[config.mk]
export PLATFORM = sky130hd
export DESIGN_NAME = fsmserial_tx
export DESIGN_NICKNAME = d
export VERILOG_FILES = /design/src/rtl/fsmserial_tx.sv
export SDC_FILE = /design/constraint.sdc
export NUM_CORES = 1
export LEC_CHECK = 0
export BUFFER_PORTS_ARGS = -buffer_cell sky130_fd_sc_hd__buf_4
export CORE_MARGIN = 2
export CORE_UTILIZATION = 54
export CTS_CLUSTER_DIAMETER = 30
export DETAILED_ROUTE_END_ITERATION = 6
export MAX_ROUTING_LAYER = met4
export PLACE_DENSITY = 0.76
export SLEW_MARGIN = 20
export SYNTH_ARGS = -nofsm -noshare
export SYNTH_HDL_FRONTEND = slang
export SYNTH_SLANG_ARGS = --single-unit
[constraint.sdc]
create_clock -name clk -period 1.66 [get_ports clk]
set_input_delay 0.332 -clock clk [delete_from_list [all_inputs] [get_ports clk]]
set_output_delay 0.332 -clock clk [all_outputs]
set_load 0.1 [all_outputs]
[src/rtl/fsmserial_tx.sv]
// Serial frame transmitter: start bit, 8 data bits LSB first, optional odd parity, stop bit.
// Define FSMSERIAL_TX_PARITY_EN to compile in the odd-parity bit (11-bit frames instead of 10).
module fsmserial_tx (
  input  logic       clk,
  input  logic       reset,
  input  logic [7:0] in_byte,
  input  logic       in_valid,
  output logic       in_ready,
  output logic       out,
  output logic       done,
  output logic       busy
);

  typedef enum logic [2:0] {
    Idle,
    Start,
    Data,
`ifdef FSMSERIAL_TX_PARITY_EN
    Parity,
`endif
    Stop
  } state_e;

  state_e     state_q, state_d;
  logic [2:0] bitCnt_q, bitCnt_d;
  logic [7:0] shift_q, shift_d;
  logic [7:0] hold_q, hold_d;
  logic       holdValid_q, holdValid_d;
`ifdef FSMSERIAL_TX_PARITY_EN
  logic       par_q, par_d;
`endif
  logic       out_q, out_d;
  logic       done_q, done_d;
  logic       busy_q, busy_d;
  logic       accept;
  logic       load;

  assign accept = in_valid & ~holdValid_q;

  always_comb begin
    state_d     = state_q;
    bitCnt_d    = bitCnt_q;
    shift_d     = shift_q;
    hold_d      = hold_q;
    holdValid_d = holdValid_q;
`ifdef FSMSERIAL_TX_PARITY_EN
    par_d       = par_q;
`endif
    load        = 1'b0;

    if (accept) begin
      hold_d      = in_byte;
      holdValid_d = 1'b1;
    end

    case (state_q)
      Idle: begin
        if (holdValid_q) load = 1'b1;
      end
      Start: begin
        state_d  = Data;
        bitCnt_d = 3'd0;
`ifdef FSMSERIAL_TX_PARITY_EN
        par_d    = 1'b1;
`endif
      end
      Data: begin
        shift_d  = shift_q >> 1;
        bitCnt_d = bitCnt_q + 3'd1;
`ifdef FSMSERIAL_TX_PARITY_EN
        par_d    = par_q ^ shift_q[0];
        if (bitCnt_q == 3'd7) state_d = Parity;
`else
        if (bitCnt_q == 3'd7) state_d = Stop;
`endif
      end
`ifdef FSMSERIAL_TX_PARITY_EN
      Parity: begin
        state_d = Stop;
      end
`endif
      Stop: begin
        if (holdValid_q) load = 1'b1;
        else             state_d = Idle;
      end
      default: begin
        state_d = Idle;
      end
    endcase

    // Loading only happens while the holding register is full, so it never collides with an accept.
    if (load) begin
      state_d     = Start;
      shift_d     = hold_q;
      holdValid_d = 1'b0;
    end

    case (state_d)
      Start:   out_d = 1'b0;
      Data:    out_d = shift_d[0];
`ifdef FSMSERIAL_TX_PARITY_EN
      Parity:  out_d = par_d;
`endif
      default: out_d = 1'b1;
    endcase
    done_d = (state_d == Stop);
    busy_d = (state_d != Idle) | holdValid_d;
  end

  // Outputs are decoded from next-state values so they register alongside the state.
  always_ff @(posedge clk) begin
    if (reset) begin
      state_q     <= Idle;
      bitCnt_q    <= 3'd0;
      shift_q     <= 8'd0;
      hold_q      <= 8'd0;
      holdValid_q <= 1'b0;
`ifdef FSMSERIAL_TX_PARITY_EN
      par_q       <= 1'b0;
`endif
      out_q       <= 1'b1;
      done_q      <= 1'b0;
      busy_q      <= 1'b0;
    end else begin
      state_q     <= state_d;
      bitCnt_q    <= bitCnt_d;
      shift_q     <= shift_d;
      hold_q      <= hold_d;
      holdValid_q <= holdValid_d;
`ifdef FSMSERIAL_TX_PARITY_EN
      par_q       <= par_d;
`endif
      out_q       <= out_d;
      done_q      <= done_d;
      busy_q      <= busy_d;
    end
  end

  assign in_ready = ~holdValid_q;
  assign out      = out_q;
  assign done     = done_q;
  assign busy     = busy_q;

endmodule

# [Yosys cells after proc, flatten, opt, wreduce, memory -nomap -nowiden]
# Index checks and enable logic that the tools add are counted.
[totals] register_bits=26 output_inout_bits=4 word_cells=37
[classes] eq_ne=7 n_bitwise=3 reduce_logical=5 mux=12 add_sub_neg=1
[ops] cell="two-way mux 8 bit" count=2
[ops] cell="equality test 3 x 2 -> 1 bit (second input constant)" count=4
[ops] cell="one-hot mux 3 bit (4 select lines)" count=1
[ops] cell="two-way mux 3 bit" count=3
[ops] cell="equality test 3 x 1 -> 1 bit (second input constant)" count=2
[ops] cell="one-hot mux 3 bit (2 select lines)" count=1
[ops] cell="two-way mux 1 bit" count=4
[ops] cell="nonzero test 2 bit" count=2
[ops] cell="adder 3 x 1 -> 3 bit (second input constant)" count=1
[ops] cell="equality test 3 bit (second input constant)" count=1
[ops] cell="logical NOT 3 bit" count=1
[ops] cell="nonzero test 3 bit" count=1
[ops] cell="one-hot mux 1 bit (2 select lines)" count=1
[ops] cell="OR reduction 2 bit" count=1
[ops] cell="bitwise AND 1 bit" count=1
[ops] cell="inverter 1 bit" count=1
[ops] cell="bitwise OR 1 bit" count=1

# [Logic depth before layout (Yosys ltp)]
[depth] depth_word=6 mapped_depth=6 depth_no_buf=6

# [Worst setup path after synthesis]
# OpenSTA, ideal clock, no wires.
[synth_timing] path_kind="reg2reg" startpoint="reg holdValid_q" endpoint="reg out_q, in the netlist out" arrival_time_ns=1.394 n_path_buf=0 setup_time_ns=0.129 slack_ns=0.137 stages_incl_launch_ff=5 path_cell_list="dfxtp_1 > inv_1 > a211oi_1 > o22ai_1 > a31oi_1"
[synth_via] elab_chain_cells=5 word_cells_on_any_way=9 cone_classes="eq/ne: 2; mux: 7"
[synth_lines] item="from (decl)" line_no="28" rtl="logic holdValid_q, holdValid_d;"
[synth_lines] item="from (signal assigned)" line_no="129" rtl="holdValid_q <= holdValid_d;"
[synth_lines] item="two-way mux 3 bit / two-way mux 1 bit (equally long branches)" line_no="83, 58"
[synth_lines] item="one-hot mux 3 bit (4 select lines) / two-way mux 1 bit (equally long branches)"
[synth_lines] item="two-way mux 3 bit" line_no="92" rtl="if (load) begin"
[synth_lines] item="equality test 3 x 2 -> 1 bit / equality test 3 x 1 -> 1 bit (equally long branches)" line_no="98" rtl="case (state_d)"
[synth_lines] item="one-hot mux 1 bit (2 select lines) *" line_no="98"
[synth_lines] item="to (signal assigned)" line_no="133" rtl="out_q <= out_d;"
[synth_lines] item="to (decl)" line_no="32" rtl="logic out_q, out_d;"
# Every way passes the cells marked *; elsewhere a longest branch is shown, timed or not.
# A chain may end at the register's enable or synchronous reset.

# [Worst setup path after layout]
[layout_timing] startpoint="reg state_q[1]" endpoint="reg shift_q[4]"
[layout_via] elab_chain_cells=4 word_cells_on_any_way=7 cone_classes="eq/ne: 2; mux: 2; reduce/logical: 3"
[layout_lines] item="from (decl)" line_no="24" rtl="state_e state_q, state_d;"
[layout_lines] item="from (signal assigned)" line_no="113" rtl="state_q <= Idle;"
[layout_lines] item="from (signal assigned)" line_no="125" rtl="state_q <= state_d;"
[layout_lines] item="equality test 3 x 2 -> 1 bit / logical NOT 3 bit (equally long branches)" line_no="56" rtl="case (state_q)"
[layout_lines] item="OR reduction 2 bit (no source line)"
[layout_lines] item="two-way mux 1 bit"
[layout_lines] item="two-way mux 8 bit / nonzero test 2 bit (equally long branches)"
[layout_lines] item="to (signal assigned)" line_no="127" rtl="shift_q <= shift_d;"
[layout_lines] item="to (decl)" line_no="26" rtl="logic [7:0] shift_q, shift_d;"
# Several ways; a longest one is shown, not always the timed one.

==> impl_metrics.yaml <==
run_status:
  status: "complete, no violations"
clock_network:
  clock_latency_ns: 0.31
  clk_pin_slew_worst_paths_ns: 0.13
  cts_resized: 0
  numCtsBuffers: 3
  post_cts.repair.setup_buffers: 0
  clkSinkCount: 26
  clockBufferDepth: 2
  postCtsHoldBufs: 0
  cts_tree: "built"
  cts-root-buf: "clkbuf_4"
  h-tree-depth: 1
power:
  leakage_nw: 0.545
  peakVddDrop_mv: 0.679
  p_per_area_nw_per_um2: 909
route:
  highest_layer: "met4"
  drc: 0
  routedWlPerCell_um: 12.8
  first_iter_violations: 22
  wirelength_um: 1940
  wl_met3_um: 71
  vias: 828
  routed_via_density: 5.45
  wl_met1_um: 963
  drt_pre_antenna_iters: 4
  met2WireLength_um: 872
  ant_nets: 0
global_routing:
  grt_pass1_vias: 792
  grt_usage: 0.195
  overflow: 0
  antenna_found_initial: 0
  grt_pass1_wl_um: 3530
  grt_max_degree: 27
timing:
  drv_slew: 0
  finalHoldViolCount: 0
  rsz0062_at_grt: "false"
  fin_skew_ns: 0.00340
  post-route-min-period_ns: 1.46
  post-route-period-util: 0.878
  fin_ws_ns: 0.202
  setup_tns_ns: 0
  max_freq_ghz: 0.686
  setup_viol: 0
setup_path:
  arrival_ns: 1.69
  crit_path_start: "state_q[1]"
  r2r-start: "state_q[1]"
  crit_path_end_kind: "flop"
  crit_fanout: 15
  path_class: "flop to flop"
  required_ns: 1.89
  critPathLaunchType: "flop"
floorplan:
  fp.dieH_um: 49.0
  die_area_um2: 2400
  core.rowCount: 16
  die_x_um: 49.0
  core_region_area_um2: 1940
  start_util: 0.562
  num_io_pins: 15
placement:
  dp_hpwl_um: 1390
  gp_congestion: 0.794
  io_buffers: 14
  dp_slack_ns: 0.240
synthesis:
  yosysWarningCount: 0
  synthTopCellsByArea: "dfxtp_1, mux2i_1, nor2_1"
  yosys.area.top_type: "dfxtp_1"
  syn-cell-area_um2: 1090
  synth_cell_types: 27
  avgSynthCellArea_um2: 9.66
  yosysTopAreaCellShare: 0.477
  synth-main-ff-cell: "dfxtp_1"
  ys_ff_latch: 26
  yosysSeqAreaShare: 0.477
  postSynthCellCount: 113
  async_flop_share: 0
  synth_edf_count: 0
  synthesis.nets: 126
min_path:
  hp-class: "primary input to flop"
  hold_start: "in_byte[2]"
final_layout:
  final_nets: 140
  synthToLayoutAreaGrowth_pct: 11.9
  antenna_cells: 0
  drive_gt1_frac: 0.184
  num-fill-cells: 179
job:
  cap_violations: 0
[synth_stat cells, types with 2 or more instances]
library cell  number
dfxtp_1           26
nor2_1            22
mux2i_1           14
a211oi_1           7
inv_1              5
nor2b_1            4
nor3_1             4
clkbuf_1           3
o21ai_0            3
a21oi_1            2
a22oi_1            2
a2bb2oi_1          2
buf_6              2
ha_1               2
nand3_1            2
nand3_2            2
[metrics by stage]
step | utilization | power [W] | std cells | area (um2) | hold WS [ns]
3_5_place_dp | 0.617 | 0.000863 | 149 | 1200 | 0.456
2_1_floorplan | - | 0.000819 | 113 | 1090 | 0.431
4_1_cts | 0.629 | 0.00111 | 152 | 1220 | 0.243
3_3_place_gp | 0.617 | 0.000858 | 149 | 1200 | 0.455
5_1_grt | 0.629 | 0.00116 | 152 | 1220 | 0.248
6_report | 0.629 | 0.00111 | 152 | 1220 | 0.245
[cell type report]
cell class              count  area [um2]  area share
well taps                  27        33.8      0.0277
flip-flops and latches     26         520       0.426
inverters                   5        18.8      0.0154
repair buffers             15         113      0.0922
clock buffers               3        22.5      0.0184
multi-input cells          76         513       0.420
[cell families (layout without fill, tap and decap cells)]
logic type / after synthesis / in the layout / share of synthesized area
other: 1 / 1 / 0.00344
flip-flops: 26 / 26 / 0.477
adder cells (fa/ha/maj): 2 / 2 / 0.0229
AND/OR/NAND/NOR: 37 / 37 / 0.159
buffers and inverters: 11 / 23 / 0.0527
XOR/XNOR: 1 / 1 / 0.0149
multiplexers: 15 / 15 / 0.139
AO/OA/AOI/OAI: 20 / 20 / 0.131
[per-layer routing]
metal | vias to the layer above | GRT usage
li1 | 417 | -
met1 | 386 | 0.258
met2 | 21 | 0.299
met3 | 4 | 0.0368
met4 | 0 | 0.0714
met5 | - | -
[final timing paths]
kind,end,slack (ns),cells after the start
worst max register to register,shift_q[4],0.20,3
worst min-delay path,hold_q[2],0.24,3
worst min register to register,shift_q[7],0.47,2
worst max-delay path,shift_q[4],0.20,3
[registers in the layout (all words and copies together), names as in the netlist]
register,count
state_q,3
done,1
shift_q,8
hold_q,8
out,1
busy,1
bitCnt_q,3
holdValid_q,1
[report_power, final]
part / switching, W / leakage (nW) / internal, W / total [W]
combinational: 0.000103 / 0.319 / 0.0000660 / 0.000169
clock: 0.000175 / 0.0138 / 0.0000850 / 0.000259
sequential: 0.0000239 / 0.213 / 0.000658 / 0.000682
total: 0.000301 / 0.545 / 0.000809 / 0.00111
[layout by cell type (no fill, tap or decap)]
| cell type | count |
|---|---|
| dfxtp_1 | 26 |
| nor2_1 | 22 |
| buf_4 | 15 |
| mux2i_1 | 14 |
| a211oi_1 | 7 |
| inv_1 | 5 |
| nor2b_1 | 4 |
| nor3_1 | 4 |
| o21ai_0 | 3 |
| clkbuf_4 | 3 |
| nand3_2 | 2 |
| nand3_1 | 2 |
| a22oi_1 | 2 |
| a2bb2oi_1 | 2 |
| a21oi_1 | 2 |
| ha_1 | 2 |
| xnor2_2 | 1 |
| and3_1 | 1 |
| a21boi_0 | 1 |
| o22ai_1 | 1 |
| a31oi_1 | 1 |
| nor4_1 | 1 |
| mux2_2 | 1 |
| a211oi_2 | 1 |
| nand2_1 | 1 |
| conb_1 | 1 |
[critical path, cell delays in order (launching register included)]
cell	delay, ns
dfxtp_1	0.56
xnor2_2	0.19
nand3_2	0.30
a211oi_1	0.33
No activity file was read; power rests on OpenSTA's default activity.
